[src/rtl/noc_pkg.sv]
// noc_pkg: definitions shared by the mesh tiles and the network injector.
//   FLIT_W        flit width (2-bit type + 32-bit payload)
//   FLIT_*        flit type codes carried in bits [33:32]
//   HEAD_*        field positions inside a head flit
//   inj_state_e   injector FSM states
//   make_head     assembles a head flit from its fields
package noc_pkg;

   localparam int FLIT_W    = 34;
   localparam int PAYLOAD_W = 32;

   localparam logic [1:0] FLIT_IDLE = 2'b00;
   localparam logic [1:0] FLIT_HEAD = 2'b01;
   localparam logic [1:0] FLIT_BODY = 2'b10;
   localparam logic [1:0] FLIT_TAIL = 2'b11;

   localparam int TYPE_MSB      = 33;
   localparam int TYPE_LSB      = 32;
   localparam int HEAD_DEST_MSB = 31;
   localparam int HEAD_DEST_LSB = 30;
   localparam int HEAD_SRC_MSB  = 29;
   localparam int HEAD_SRC_LSB  = 28;
   localparam int HEAD_SEQ_MSB  = 27;
   localparam int HEAD_SEQ_LSB  = 20;

   typedef enum logic {
      ST_IDLE = 1'b0,
      ST_BODY = 1'b1
   } inj_state_e;

   function automatic logic [FLIT_W-1:0] make_head(input logic [1:0] dest,
                                                   input logic [1:0] src,
                                                   input logic [7:0] seq);
      logic [FLIT_W-1:0] f;
      f = '0;
      f[TYPE_MSB:TYPE_LSB]           = FLIT_HEAD;
      f[HEAD_DEST_MSB:HEAD_DEST_LSB] = dest;
      f[HEAD_SRC_MSB:HEAD_SRC_LSB]   = src;
      f[HEAD_SEQ_MSB:HEAD_SEQ_LSB]   = seq;
      return f;
   endfunction

endpackage

[src/rtl/noc_fifo.sv]
// noc_fifo: synchronous FIFO for the injector's payload-word buffer.
//   clk, rst       clock, asynchronous active-low reset
//   i_push/i_wr_data  write strobe and data (ignored when full)
//   i_pop          read strobe (ignored when empty)
//   o_rd_data      head entry, valid whenever !o_empty (show-ahead)
//   o_full/o_empty occupancy flags, derived from registers only
module noc_fifo #(
   parameter int WIDTH = 35,
   parameter int DEPTH = 4
) (
   input  logic             clk,
   input  logic             rst,
   input  logic             i_push,
   input  logic [WIDTH-1:0] i_wr_data,
   input  logic             i_pop,
   output logic [WIDTH-1:0] o_rd_data,
   output logic             o_full,
   output logic             o_empty
);

   localparam int AW = $clog2(DEPTH);

   logic [WIDTH-1:0] r_mem [DEPTH];
   logic [AW:0]      r_wr_ptr;
   logic [AW:0]      r_rd_ptr;
   logic             w_do_push;
   logic             w_do_pop;

   // Extra pointer bit distinguishes full from empty when the indices match.
   assign o_full    = (r_wr_ptr[AW] != r_rd_ptr[AW]) && (r_wr_ptr[AW-1:0] == r_rd_ptr[AW-1:0]);
   assign o_empty   = (r_wr_ptr == r_rd_ptr);
   assign w_do_push = i_push && !o_full;
   assign w_do_pop  = i_pop && !o_empty;
   assign o_rd_data = r_mem[r_rd_ptr[AW-1:0]];

   always_ff @(posedge clk or negedge rst) begin
      if (!rst) begin
         r_wr_ptr <= '0;
         r_rd_ptr <= '0;
      end else begin
         if (w_do_push) r_wr_ptr <= r_wr_ptr + 1'b1;
         if (w_do_pop)  r_rd_ptr <= r_rd_ptr + 1'b1;
      end
   end

   always_ff @(posedge clk) begin
      if (w_do_push) r_mem[r_wr_ptr[AW-1:0]] <= i_wr_data;
   end

endmodule

[src/rtl/noc_inject.sv]
// noc_inject: serialises core payload words into head/body/tail flits on the
// tile's local link, with credit-based flow control.
//   clk, rst         clock, asynchronous active-low reset
//   in_valid/in_ready/in_data/in_last/in_dest  core payload stream
//   flit_out         registered flit, zero when idle
//   credit_in        one-cycle pulse per freed downstream slot
//   busy             packet in flight (head sent, tail not yet)
//   credit_err       sticky: credit returned while count already full
//
// state   | meaning
// ST_IDLE | between packets; next send is a head flit
// ST_BODY | head sent; sending body words until the tail
module noc_inject
   import noc_pkg::*;
#(
   parameter logic [1:0] TILE_ID    = 2'b00,
   parameter int         FIFO_DEPTH = 4,
   parameter int         CREDITS    = 4
) (
   input  logic              clk,
   input  logic              rst,
   input  logic              in_valid,
   output logic              in_ready,
   input  logic [31:0]       in_data,
   input  logic              in_last,
   input  logic [1:0]        in_dest,
   output logic [FLIT_W-1:0] flit_out,
   input  logic              credit_in,
   output logic              busy,
   output logic              credit_err
);

   localparam int            CW        = $clog2(CREDITS + 1);
   localparam logic [CW-1:0] CRED_MAX  = CW'(CREDITS);
   localparam logic [CW-1:0] CRED_ONE  = CW'(1);
   localparam int            ENTRY_W   = 2 + 1 + PAYLOAD_W;

   inj_state_e          r_state;
   inj_state_e          w_state_nxt;
   logic [FLIT_W-1:0]   r_flit;
   logic [FLIT_W-1:0]   w_flit_nxt;
   logic [CW-1:0]       r_credits;
   logic                r_credit_err;
   logic [7:0]          r_seq;
   logic                r_first;
   logic [1:0]          r_dest;

   logic                w_push;
   logic                w_pop;
   logic                w_tail;
   logic                w_send;
   logic                w_fifo_full;
   logic                w_fifo_empty;
   logic [ENTRY_W-1:0]  w_fifo_rd;
   logic [1:0]          w_wr_dest;

   assign in_ready   = !w_fifo_full;
   assign w_push     = in_valid && in_ready;
   // Only the first word of a packet samples in_dest; the rest reuse it.
   assign w_wr_dest  = r_first ? in_dest : r_dest;
   assign w_send     = !w_fifo_empty && (r_credits != '0);
   assign flit_out   = r_flit;
   assign busy       = (r_state == ST_BODY);
   assign credit_err = r_credit_err;

   noc_fifo #(
      .WIDTH (ENTRY_W),
      .DEPTH (FIFO_DEPTH)
   ) u_fifo (
      .clk       (clk),
      .rst       (rst),
      .i_push    (w_push),
      .i_wr_data ({w_wr_dest, in_last, in_data}),
      .i_pop     (w_pop),
      .o_rd_data (w_fifo_rd),
      .o_full    (w_fifo_full),
      .o_empty   (w_fifo_empty)
   );

   always_ff @(posedge clk or negedge rst) begin
      if (!rst) r_state <= ST_IDLE;
      else      r_state <= w_state_nxt;
   end

   // The head flit peeks at the FIFO head entry without popping it; the same
   // entry then goes out as the first body/tail flit.
   always_comb begin
      w_state_nxt = r_state;
      w_flit_nxt  = '0;
      w_pop       = 1'b0;
      w_tail      = 1'b0;
      unique case (r_state)
         ST_IDLE: begin
            if (w_send) begin
               w_flit_nxt  = make_head(w_fifo_rd[ENTRY_W-1 -: 2], TILE_ID, r_seq);
               w_state_nxt = ST_BODY;
            end
         end
         ST_BODY: begin
            if (w_send) begin
               w_pop = 1'b1;
               if (w_fifo_rd[PAYLOAD_W]) begin
                  w_flit_nxt  = {FLIT_TAIL, w_fifo_rd[PAYLOAD_W-1:0]};
                  w_tail      = 1'b1;
                  w_state_nxt = ST_IDLE;
               end else begin
                  w_flit_nxt  = {FLIT_BODY, w_fifo_rd[PAYLOAD_W-1:0]};
               end
            end
         end
      endcase
   end

   always_ff @(posedge clk or negedge rst) begin
      if (!rst) begin
         r_flit       <= '0;
         r_credits    <= CRED_MAX;
         r_credit_err <= 1'b0;
         r_seq        <= '0;
         r_first      <= 1'b1;
         r_dest       <= '0;
      end else begin
         r_flit <= w_flit_nxt;
         // A send and a returned credit in the same cycle cancel out.
         unique case ({w_send, credit_in})
            2'b10: r_credits <= r_credits - CRED_ONE;
            2'b01: begin
               if (r_credits == CRED_MAX) r_credit_err <= 1'b1;
               else                       r_credits    <= r_credits + CRED_ONE;
            end
            default: r_credits <= r_credits;
         endcase
         if (w_tail) r_seq <= r_seq + 8'd1;
         if (w_push) begin
            r_first <= in_last;
            if (r_first) r_dest <= in_dest;
         end
      end
   end

endmodule

[config.mk]
export PLATFORM = sky130hd
export DESIGN_NAME = noc_inject
export DESIGN_NICKNAME = d
export VERILOG_FILES = /design/src/rtl/noc_pkg.sv /design/src/rtl/noc_fifo.sv /design/src/rtl/noc_inject.sv
export SDC_FILE = /design/constraint.sdc
export NUM_CORES = 1
export LEC_CHECK = 0
export BUFFER_PORTS_ARGS = -buffer_cell sky130_fd_sc_hd__buf_2
export CAP_MARGIN = 0
export CORE_MARGIN = 2
export CORE_UTILIZATION = 58
export DETAILED_ROUTE_END_ITERATION = 10
export GPL_TIMING_DRIVEN = 0
export PLACE_DENSITY = 0.79
export SYNTH_ARGS = -nofsm -noshare
export SYNTH_HDL_FRONTEND = slang
export SYNTH_HIERARCHICAL = 1
export SYNTH_SLANG_ARGS = --single-unit
[constraint.sdc]
create_clock -name clk -period 3.43 [get_ports clk]
set_clock_uncertainty 0.15 [all_clocks]
set_input_delay 0.343 -clock clk [delete_from_list [all_inputs] [get_ports clk]]
set_output_delay 0.343 -clock clk [all_outputs]
set_load 0.02 [all_outputs]
==> reports/metrics.cfg, run 1 <==
[detailed_routing]
antenna_left=0
wl_mm=13.69
route.vias.total=3916
first_pass_iters=4
detail_route.drc_violations=0
wl_per_cell_microns=19.17
vias_per_cell=5.485
drtIter0Drc=226

[final_layout]
fin_cells=714
drive_above_1_share_pct=33.03
seqCellArea_sq_um=5608
fillers=794
multiInputGateArea_sq_um=1861
fin_nets=575
n_antenna_cell=0
area_delta_synth_final_pct=20.86

[logic_synthesis]
synth_seq_cells=196
yosysWarnings=6
ys_seq_area_share_pct=73.90
synth_edf_count=140
syn_inst=398
yosysMostFrequentCell=edfxtp_1
synth_top_cell_area_share_pct=55.40
synth.avg_cell_area_sq_um=19.07
synth_cell_types=49
synth.largest_area_cell=edfxtp_1
syn_area_sq_um=7589
yosys-top-cells-area=edfxtp_1 55%, dfrtp_1 18%, mux4_2 10%
synth_fp_nets=444
synth_common_cells=140 x edfxtp_1, 54 x dfrtp_1, 35 x mux4_2
async_flop_share_pct=28.57
synth-main-ff-cell=edfxtp_1

[power_and_ir_drop]
clock_power_share_pct=21.1
net-switching-power_w=0.002862
power_density_nw_per_um2=923.7
p_leak_nw=3.552
sw_frac_of_total_pct=33.78
ir_worst_vdd_mv=0.5544
p_int_w=0.005610
p_seq_share_pct=42.3
pwr-share-comb_pct=36.7

[setup_path]
crit_start=u_fifo/r_rd_ptr[0]
cp.arrival_ps=3350
r2r-start=u_fifo/r_rd_ptr[0]
cp-end-kind=flip-flop
worst-r2r-cell-count=11
cp.required_ps=3630
cp-start-kind=flip-flop
crit_fanout=10
crit_type=flip-flop to flip-flop

[global_route]
track_usage_pct=21.12
grt_pass1_wl_mm=21.87
gr-total-overflow=0
grt_max_degree=57
grt_pass1_vias=4136
antenna_found_initial=0

[timing]
finalHoldViolCount=0
maxSlewHeadroom_pct=48.92
timing.fmax_mhz=316.7
rsz0062_at_grt=no
layout_setup_ws_ps=272.8
finalSetupViolations=0
period_share_pct=92.05
period_minus_slack_ps=3157
holdWs_ps=13.01
slew_violations=0
tightest_slew_ps=766.2

[placed_design]
place.gp.congestion=0.8004
dp.cells=649
place_ws_ps=-5.373
numPortBuffers=75
hpwl_mm=8.141

[floorplanning]
ioPinCount=76
rows=41
dieArea_sq_um=14020
die_w_microns=118.4
initial_utilization_pct=59.65
core_area_sq_um=12720
die_h_microns=118.4

[cts]
clock_path_buffers=2
cts.clk_slew.worst_paths_ps=70
numCtsBuffers=17
cts_tree=done
post-cts-setup-buffers=0
clock_sinks=196
clkLatencyLatePin_ps=420
htree_levels=4
cts_root_buf=clkbuf_16

[outcome]
outcome=completed

[job]
cap_violations=0

[hold_path]
min_path_type=primary input to flip-flop
hold_start=in_last
min_delay_path_depth=1

## layer usage
layer,vias up,GRT usage [%],wire length [microns]
met2,100,36.34,7143
met1,1997,26.13,5736
met3,21,5.164,571
li1,1798,-,-
met5,-,0,0
met4,0,7.887,235
## cells by family (layout without fill, tap and decap cells)
| family | Yosys count | after routing | synth area share (%) |
|---|---|---|---|
| flops | 196 | 196 | 73.90 |
| simple gates | 76 | 76 | 5.639 |
| mux | 51 | 51 | 12.65 |
| compound gates | 26 | 26 | 2.523 |
| buf+inv | 26 | 170 | 1.896 |
| xor+xnor | 16 | 16 | 2.143 |
| fa+ha+maj | 7 | 7 | 1.253 |
## cell usage in the layout (no fill, tap or decap), types with 4 or more instances in the layout
cell type      count
nand2_1            6
buf_2             84
and2_1            23
xor2_1             9
clkinv_4           4
inv_1              9
buf_4              4
mux2i_1           10
a21oi_1            6
clkinv_2           4
dfrtp_1           54
nand2b_1           4
mux2_2             5
clkbuf_16         17
ha_1               6
o31ai_1            6
mux4_2            35
nor2_1            15
edfxtp_1         140
xnor2_1            4
nand3_1            7
dlygate4sd3_1     33
## path summary, 6_finish.rpt
kind | slack [ps] | to
setup reg to reg | 270 | r_credits[2]
min in group asynchronous | 390 | credit_err
hold / removal | 10 | u_fifo/r_mem[2][32]
hold reg to reg | 320 | credit_err
max in group asynchronous | 2240 | flit_out[9]
setup / recovery | 270 | r_credits[2]
## power groups by stage
stage,clock [W],sequential (W),combinational (W)
3_5_place_dp,0,0.00361,0.00307
5_1_grt,0.00190,0.00365,0.00339
4_1_cts,0.00181,0.00358,0.00313
3_3_place_gp,0,0.00360,0.00291
2_1_floorplan,0,0.00380,0.00196
6_report,0.00178,0.00358,0.00311
## layout make-up
class,instances,share of cell area (%)
flip-flops and latches,196,61.15
multi-input cells,176,20.29
repair buffers,112,8.840
clock buffers,17,4.638
well taps,172,2.347
plain buffers,17,1.201
clock inverters,15,1.173
inverters,9,0.3683
## state kept, by name, summed over array words and instances, names as in the netlist
register	cells
r_first	1
r_credits	3
u_fifo/r_mem	140
u_fifo/r_rd_ptr	3
busy	1
r_seq	8
r_dest	2
u_fifo/r_wr_ptr	3
credit_err	1
flit_out	34
## per-stage QoR
| stage | total power [W] | cell area [sq um] | util [%] | TNS [ps] |
|---|---|---|---|---|
| 3_3_place_gp | 0.006513 | 8179 | 64.29 | -20230 |
| 3_5_place_dp | 0.006681 | 8294 | 65.19 | -5.373 |
| 4_1_cts | 0.008517 | 9153 | 71.94 | 0 |
| 2_1_floorplan | 0.005765 | 7589 | - | 0 |
| 6_report | 0.008471 | 9171 | 72.09 | 0 |
| 5_1_grt | 0.008937 | 9171 | 72.09 | 0 |
## critical path: stages (launching register included)
cell,delay [ps]
dfrtp_1,410
buf_6,180
xor2_2,230
nor3_4,310
buf_2,260
or2_1,180
buf_4,180
nand2_1,80
fa_1,400
or3_1,380
o21a_1,170
o21ai_0,150
## timing repair
item	4_1_cts	5_1_grt
resized for setup	1	1
cloned	0	0
endpoints found under the setup margin	1	1
hold buffers	32	1
hold endpoints to repair	128	54
(Power assumes the default switching activity.)
==> run 2, diff against run 1 <==
--- a/config.mk
+++ b/config.mk
@@ -5,13 +5,14 @@
 export SDC_FILE = /design/constraint.sdc
 export NUM_CORES = 1
 export LEC_CHECK = 0
+export ABC_AREA = 1
 export BUFFER_PORTS_ARGS = -buffer_cell sky130_fd_sc_hd__buf_2
-export CAP_MARGIN = 0
+export CAP_MARGIN = 15
 export CORE_MARGIN = 2
 export CORE_UTILIZATION = 58
 export DETAILED_ROUTE_END_ITERATION = 10
 export GPL_TIMING_DRIVEN = 0
-export PLACE_DENSITY = 0.79
+export PLACE_DENSITY = 0.78
 export SYNTH_ARGS = -nofsm -noshare
 export SYNTH_HDL_FRONTEND = slang
 export SYNTH_HIERARCHICAL = 1
==> run 2 against run 1 <==
Effect of this change:
- sequential share of layout area shrank 0.68 points
- combinational power grew 6.4%
- area after synthesis grew 1.5%
- critical path depth grew 6
- synthesized cell count grew 57%
- hold slack gained 33 ps
- largest cell class unchanged
- total power grew 0.59%
- highest routed layer unchanged
- flip-flop and latch count is the same
==> reports/metrics.cfg, run 2 <==
[logic_synthesis]
synth_seq_cells=196  ; unchanged
yosys-top-cells-area=edfxtp_1 55%, dfrtp_1 18%, o21ai_0 5.2%
synth_edf_count=140  ; unchanged
ys_seq_area_share_pct=72.83  ; -1.1 points
synth_top_cell_area_share_pct=54.60  ; -0.80 points
yosysMostFrequentCell=edfxtp_1
async_flop_share_pct=28.57  ; unchanged
syn_inst=624  ; +57%
syn_area_sq_um=7700  ; +1.5%
synth_common_cells=140 x edfxtp_1, 98 x nor2_1, 80 x o21ai_0
synth.largest_area_cell=edfxtp_1
synth.avg_cell_area_sq_um=12.34  ; -35%
synth_fp_nets=670  ; +51%
yosysWarnings=6  ; unchanged
synth-main-ff-cell=edfxtp_1
synth_cell_types=30  ; -39%

[power_and_ir_drop]
ir_worst_vdd_mv=0.4488  ; -19%
power_density_nw_per_um2=918.7  ; -0.54%
p_leak_nw=3.849  ; +8.3%

[final_layout]
fin_util_pct=70.88  ; -1.2 points
layout_common_cells=140 x edfxtp_1, 94 x nor2_1, 89 x buf_2, 80 x o21ai_0, 76 x nand2_1
drive_above_1_share_pct=19.48  ; -14 points
fillers=906  ; +14%
area_delta_synth_final_pct=20.46
largest_reg_flops=140  ; unchanged
fin_cells=946  ; +32%
n_antenna_cell=0  ; unchanged
final_common_cell=edfxtp_1
fin_nets=803  ; +40%

[cts]
cts.clk_slew.worst_paths_ps=60  ; about the same
cts_tree=done
clock_sinks=196  ; unchanged
clkLatencyLatePin_ps=430  ; about the same
cts_root_buf=clkbuf_16
cts_resized=0  ; -1
numCtsBuffers=17  ; unchanged
htree_levels=4  ; unchanged
clock_path_buffers=2  ; unchanged

[setup_path]
crit_end=r_credits[2]
max_stage_delay_ps=410  ; about the same
crit_family=simple AND/OR/NAND/NOR gates
crit_fanout=9  ; -1
worst-r2r-cell-count=17  ; +6
crit_path_cell_trace=inv_2 -> nand2_1 -> nand2_2 -> nand3_2 -> inv_1 -> inv_1 -> nand2_1 -> inv_2 -> nor2_1 -> inv_1 -> fa_1 -> inv_1 -> a21oi_1 -> nand3_1 -> nand2_1 -> nand2_1 -> nand2_1
cp_num_buf_inv=6  ; +3
critPathSlowestCell=dfrtp_1
cpMostUsedCell=nand2_1
cp-start-kind=flip-flop
rrSetupSlack_ps=860  ; +590 ps
r2r-start=u_fifo/r_rd_ptr[1]
cp-end-kind=flip-flop
cp.required_ps=3640  ; about the same
crit_start=u_fifo/r_rd_ptr[1]
cp.arrival_ps=2780  ; -570 ps
cp_num_cells=17  ; +6
crit_type=flip-flop to flip-flop
rr_endpoint=r_credits[2]

[timing]
slew_violations=0  ; unchanged
maxSlewHeadroom_pct=49.79  ; +0.87 points
timing.fmax_mhz=389.4  ; +23%
period_share_pct=74.87  ; -17 points
tightest_slew_ps=745.3  ; -20.89 ps
period_minus_slack_ps=2568  ; -589.1 ps
finalHoldViolCount=0  ; unchanged
finalSetupViolations=0  ; unchanged
layout_setup_ws_ps=861.9  ; +589.1 ps
rsz0062_at_grt=no

[detailed_routing]
antenna_left=0  ; unchanged
route.vias.total=5167  ; +32%
first_pass_iters=5  ; +1
drtIter0Drc=333  ; +47%
vias_per_cell=5.462  ; -0.41%
wl_per_cell_microns=17.43  ; -9.1%
wl_mm=16.49  ; +20%
detail_route.drc_violations=0  ; unchanged

[placed_design]
hpwl_mm=10.60  ; +30%
place.gp.congestion=0.7829  ; -2.2%
dp.cells=880  ; +36%
place_ws_ps=873.2  ; +878.6 ps
numPortBuffers=75  ; unchanged

[global_route]
grt_max_degree=31  ; -46%
grt_pass1_wl_mm=26.32  ; +20%
track_usage_pct=24.57  ; +3.5 points
antenna_found_initial=0  ; unchanged
gr-total-overflow=0  ; unchanged
grt_pass1_vias=5336  ; +29%

[job]
cap_violations=0  ; unchanged

[floorplanning]
dieArea_sq_um=14210  ; +1.4%
die_w_microns=119.2  ; +0.71%
rows=42  ; +2.4%
core_area_sq_um=13090  ; +2.9%
initial_utilization_pct=58.84  ; -0.80 points
ioPinCount=76  ; unchanged
die_h_microns=119.2  ; +0.71%

[hold_path]
min_path_type=primary input to flip-flop
min_delay_path_depth=3  ; +2

[outcome]
outcome=completed

==> run 2: how the worst min path moves through the flow <==
stage | start | to | slack (ps)
after global placement | credit_err | credit_err | 310
after global routing | in_last | u_fifo/r_mem[1][32] | 60
final | in_last | r_first | 50
after detailed placement | rst | flit_out[33] | 270
after CTS | in_last | r_first | 30
after floorplan | rst | busy | -100
==> run 2: cells by family (layout without fill, tap and decap cells) <==
group | count (synthesis) | count (layout) | synth area share, %
buffers and inverters | 86 | 232 | 4.793
adders and majority gates | 7 | 7 | 1.235
AOI/OAI and AO/OA | 123 | 123 | 8.645
DFF | 196 | 196 | 72.83
and+or+nand+nor | 205 | 205 | 11.46
xor gates and xnor gates | 7 | 7 | 1.040
==> run 2: cell type report <==
type	instances	area, sq um	area share, %
plain buffers	26	143.9	1.551
clock buffers	23	447.9	4.829
clock inverters	9	61.31	0.6610
inverters	60	225.2	2.428
multi-input cells	342	1753	18.90
flip-flops and latches	196	5608	60.46
well taps	176	220.2	2.374
repair buffers	114	815.8	8.795
==> run 2: worst reg2reg max path: cells and delay by family (launching register included) <==
kind            cells  cell delay (ps)
fa+ha+maj           1              370
simple gates        9              900
buf+inv             6              610
compound gates      1               50
flops               1              410
==> run 2: through the flow <==
step / power, W / setup TNS, ps / hold slack (ps) / instance area (sq um)
global route: 0.009033 / 0 / 55.24 / 9275
global placement: 0.006533 / -157790 / 307.4 / 8295
CTS: 0.008544 / 0 / 26.57 / 9275
finish: 0.008521 / 0 / 46.35 / 9275
floorplan: 0.005662 / -600.7 / -102.6 / 7700
detailed placement: 0.006779 / 0 / 271.7 / 8426
==> run 2: metal layers <==
layer / share of wire [%] / GRT usage [%]
met1: 41 / 30.96
met2: 51 / 41.99
met3: 6.4 / 4.981
met4: 1.8 / 9.821
met5: 0 / 0
==> run 2: report_power, final <==
part / total, W / switching (W) / internal (W)
sequential: 0.00349 / 0.000233 / 0.00325
combinational: 0.00331 / 0.00228 / 0.00103
clock: 0.00173 / 0.000806 / 0.000923
total: 0.00852 / 0.00331 / 0.00521
==> run 2: what timing repair did <==
item,in CTS,in global routing
endpoints found under the hold margin,153,0
hold buffers,34,0
setup buffers,0,0
==> run 3, diff against run 2 <==
--- a/config.mk
+++ b/config.mk
@@ -9,10 +9,10 @@
 export BUFFER_PORTS_ARGS = -buffer_cell sky130_fd_sc_hd__buf_2
 export CAP_MARGIN = 15
 export CORE_MARGIN = 2
-export CORE_UTILIZATION = 58
+export CORE_UTILIZATION = 53
 export DETAILED_ROUTE_END_ITERATION = 10
 export GPL_TIMING_DRIVEN = 0
-export PLACE_DENSITY = 0.78
+export PLACE_DENSITY = 0.76
 export SYNTH_ARGS = -nofsm -noshare
 export SYNTH_HDL_FRONTEND = slang
 export SYNTH_HIERARCHICAL = 1
==> constraint.sdc (replaced) <==
create_clock -name clk -period 2.3 [get_ports clk]
set_clock_uncertainty 0.15 [all_clocks]
set_input_delay 0.23 -clock clk [delete_from_list [all_inputs] [get_ports clk]]
set_output_delay 0.23 -clock clk [all_outputs]
set_load 0.02 [all_outputs]
==> run 3 against run 2 <==
Effect of this change:
- total power is 59% higher
- via count up 4.5%
- utilization decreased by 3.8 points
- fmax up 17%
- die area increased by 9.1%
- non-clock buffer count grew 19
- register-to-register slack worse by 760 ps
- largest cell class unchanged
- largest power group is now combinational cells
- highest routed layer unchanged
==> reports/metrics.cfg, run 3 (synthesized netlist as in run 2, its figures left out) <==
[power_and_ir_drop]
pwr-share-comb_pct=40.2  ; +1.4 points
power_density_nw_per_um2=1407  ; +53%
net-switching-power_w=0.005284  ; +59%
p_int_w=0.008268  ; +59%
ir_worst_vdd_mv=0.9808  ; +120%
power_w=0.01355  ; +59%
sw_frac_of_total_pct=38.99  ; +0.089 points
p_seq_share_pct=38.5  ; -2.4 points
clock_power_share_pct=21.3  ; +1.0 points
p_leak_nw=4.013  ; +4.3%

[detailed_routing]
route.vias.total=5398  ; +4.5%
antenna_left=0  ; unchanged
drtIter0Drc=597  ; +79%
first_pass_iters=6  ; +1
wl_per_cell_microns=18.57  ; +6.6%
detail_route.drc_violations=0  ; unchanged
vias_per_cell=5.525  ; +1.2%
wl_mm=18.15  ; +10%

[cts]
cts.clk_slew.worst_paths_ps=70  ; about the same
htree_levels=4  ; unchanged
clkLatencyLatePin_ps=440  ; about the same
cts_tree=done
numCtsBuffers=17  ; unchanged
cts_root_buf=clkbuf_16
clock_path_buffers=2  ; unchanged
clock_sinks=196  ; unchanged

[setup_path]
rrSetupSlack_ps=110  ; -760 ps
cp.arrival_ps=2180  ; -600 ps
crit_end=u_fifo/r_mem[1][22]
crit_type=flip-flop to flip-flop
max_stage_delay_ps=410  ; about the same
cp-start-kind=flip-flop
worst-r2r-cell-count=11  ; -6
crit_path_cell_trace=buf_6 -> xnor2_4 -> buf_4 -> nand3_4 -> inv_2 -> inv_4 -> nand2_2 -> inv_4 -> nand2_8 -> nor2_4 -> buf_12
cp.required_ps=2290  ; -1350 ps
critPathSlowestCell=dfrtp_1
rr_endpoint=u_fifo/r_mem[1][22]
crit_fanout=16  ; +7
crit_start=u_fifo/r_rd_ptr[0]
cp-end-kind=flip-flop
r2r-start=u_fifo/r_rd_ptr[0]
cpMostUsedCell=inv_4

[final_layout]
n_antenna_cell=0  ; unchanged
area_delta_synth_final_pct=25.12
final_common_cell=edfxtp_1
fin_cells=977  ; +3.3%
largest_reg_flops=140  ; unchanged
finish.instance_area_sq_um=9634  ; +3.9%
layout_common_cells=140 x edfxtp_1, 94 x nor2_1, 89 x buf_2, 80 x o21ai_0, 74 x nand2_1
drive_above_1_share_pct=23.46  ; +4.0 points
fin_nets=826  ; +2.9%

[timing]
maxSlewHeadroom_pct=55.65  ; +5.9 points
finalHoldViolCount=0  ; unchanged
finalSetupViolations=0  ; unchanged
rsz0062_at_grt=yes
slew_violations=0  ; unchanged
layout_setup_ws_ps=105.8  ; -756.2 ps
tns_ps=0  ; unchanged
tightest_slew_ps=658.3  ; -87.02 ps
period_minus_slack_ps=2194  ; -373.8 ps
period_share_pct=95.40  ; +21 points
timing.fmax_mhz=455.7  ; +17%

[floorplanning]
die_h_microns=124.5  ; +4.5%
rows=44  ; +4.8%
dieArea_sq_um=15510  ; +9.1%
die_w_microns=124.5  ; +4.5%
core_area_sq_um=14370  ; +9.8%
ioPinCount=76  ; unchanged
initial_utilization_pct=53.59  ; -5.3 points

[placed_design]
place_area_sq_um=8376  ; -0.59%
hpwl_mm=10.14  ; -4.4%
dp.cells=884  ; +0.45%
numPortBuffers=75  ; unchanged
place_ws_ps=-450.7  ; -1324 ps
place.gp.congestion=0.7702  ; -1.6%

[global_route]
grt_pass1_vias=5549  ; +4.0%
grt_pass1_wl_mm=28.80  ; +9.4%
gr-total-overflow=0  ; unchanged
grt_max_degree=38  ; +23%
track_usage_pct=24.43  ; -0.14 points
antenna_found_initial=0  ; unchanged

[hold_path]
hold_start=in_valid
min_path_type=primary input to flip-flop

[job]
cap_violations=0  ; unchanged

[outcome]
outcome=completed

[run 3: cell types whose count changed in the layout (fill, tap and decap cells not counted), sizes merged]
cell | previous run | this run
buf | 98 | 116
bufinv | 0 | 1
clkbuf | 31 | 30
clkinv | 5 | 6
clkinvlp | 4 | 0
dlygate4sd3 | 34 | 36
inv | 60 | 62
nor2 | 100 | 104
[run 3: final cells by class]
cell class | count | area, sq um
well taps | 184 | 230.2
fillers | 977 | 4735
flip-flops and latches | 196 | 5610
clock inverters | 9 | 95.09
clock buffers | 23 | 479.2
plain buffers | 25 | 143.9
inverters | 60 | 232.7
repair buffers | 134 | 1021
multi-input cells | 346 | 1822
[run 3: critical path, delay by kind of cell, from the launching register on]
family | cells | cell delay (ps)
and+or+nand+nor | 4 | 490
DFF | 1 | 410
xor gates and xnor gates | 1 | 140
buffers and inverters | 6 | 690
[run 3: stage by stage]
| stage | hold slack, ps | utilization [%] |
|---|---|---|
| after global routing | 92.34 | 67.05 |
| after global placement | 288.4 | 58.15 |
| after floorplan | -215.6 | - |
| after CTS | 51.94 | 67.00 |
| after detailed placement | 63.89 | 58.29 |
| final | 65.14 | 67.05 |
[run 3: worst min-delay path by stage]
stage	slack [ps]	cells after the start	end
2_1_floorplan	-220	0	busy
3_3_place_gp	290	1	u_fifo/r_mem[2][16]
3_5_place_dp	60	1	r_dest[1]
4_1_cts	50	4	r_dest[1]
5_1_grt	90	5	u_fifo/r_wr_ptr[1]
6_report	70	4	r_dest[1]
[run 3: power groups by stage]
| stage | clock network [W] | logic [W] | registers [W] |
|---|---|---|---|
| 3_5_place_dp | 0 | 0.00476 | 0.00528 |
| 2_1_floorplan | 0 | 0.00300 | 0.00551 |
| 3_3_place_gp | 0 | 0.00460 | 0.00523 |
| 6_report | 0.00288 | 0.00545 | 0.00522 |
| 5_1_grt | 0.00309 | 0.00593 | 0.00529 |
| 4_1_cts | 0.00291 | 0.00537 | 0.00521 |
[run 3: routing by layer]
layer / track usage (%) / routed length [microns] / vias to the layer above
li1: - / - / 2465
met1: 31.49 / 7298 / 2664
met2: 40.95 / 9164 / 245
met3: 6.744 / 1347 / 24
met4: 7.006 / 337 / 0
met5: 0 / 0 / -
[run 3: what timing repair did]
item	4_1_cts	5_1_grt
cloned	4	0
gates resized for setup	9	4
buffers inserted	21	1
hold endpoints to repair	153	0
hold buffers	36	0
setup endpoints to repair	142	44
pin swaps	10	2
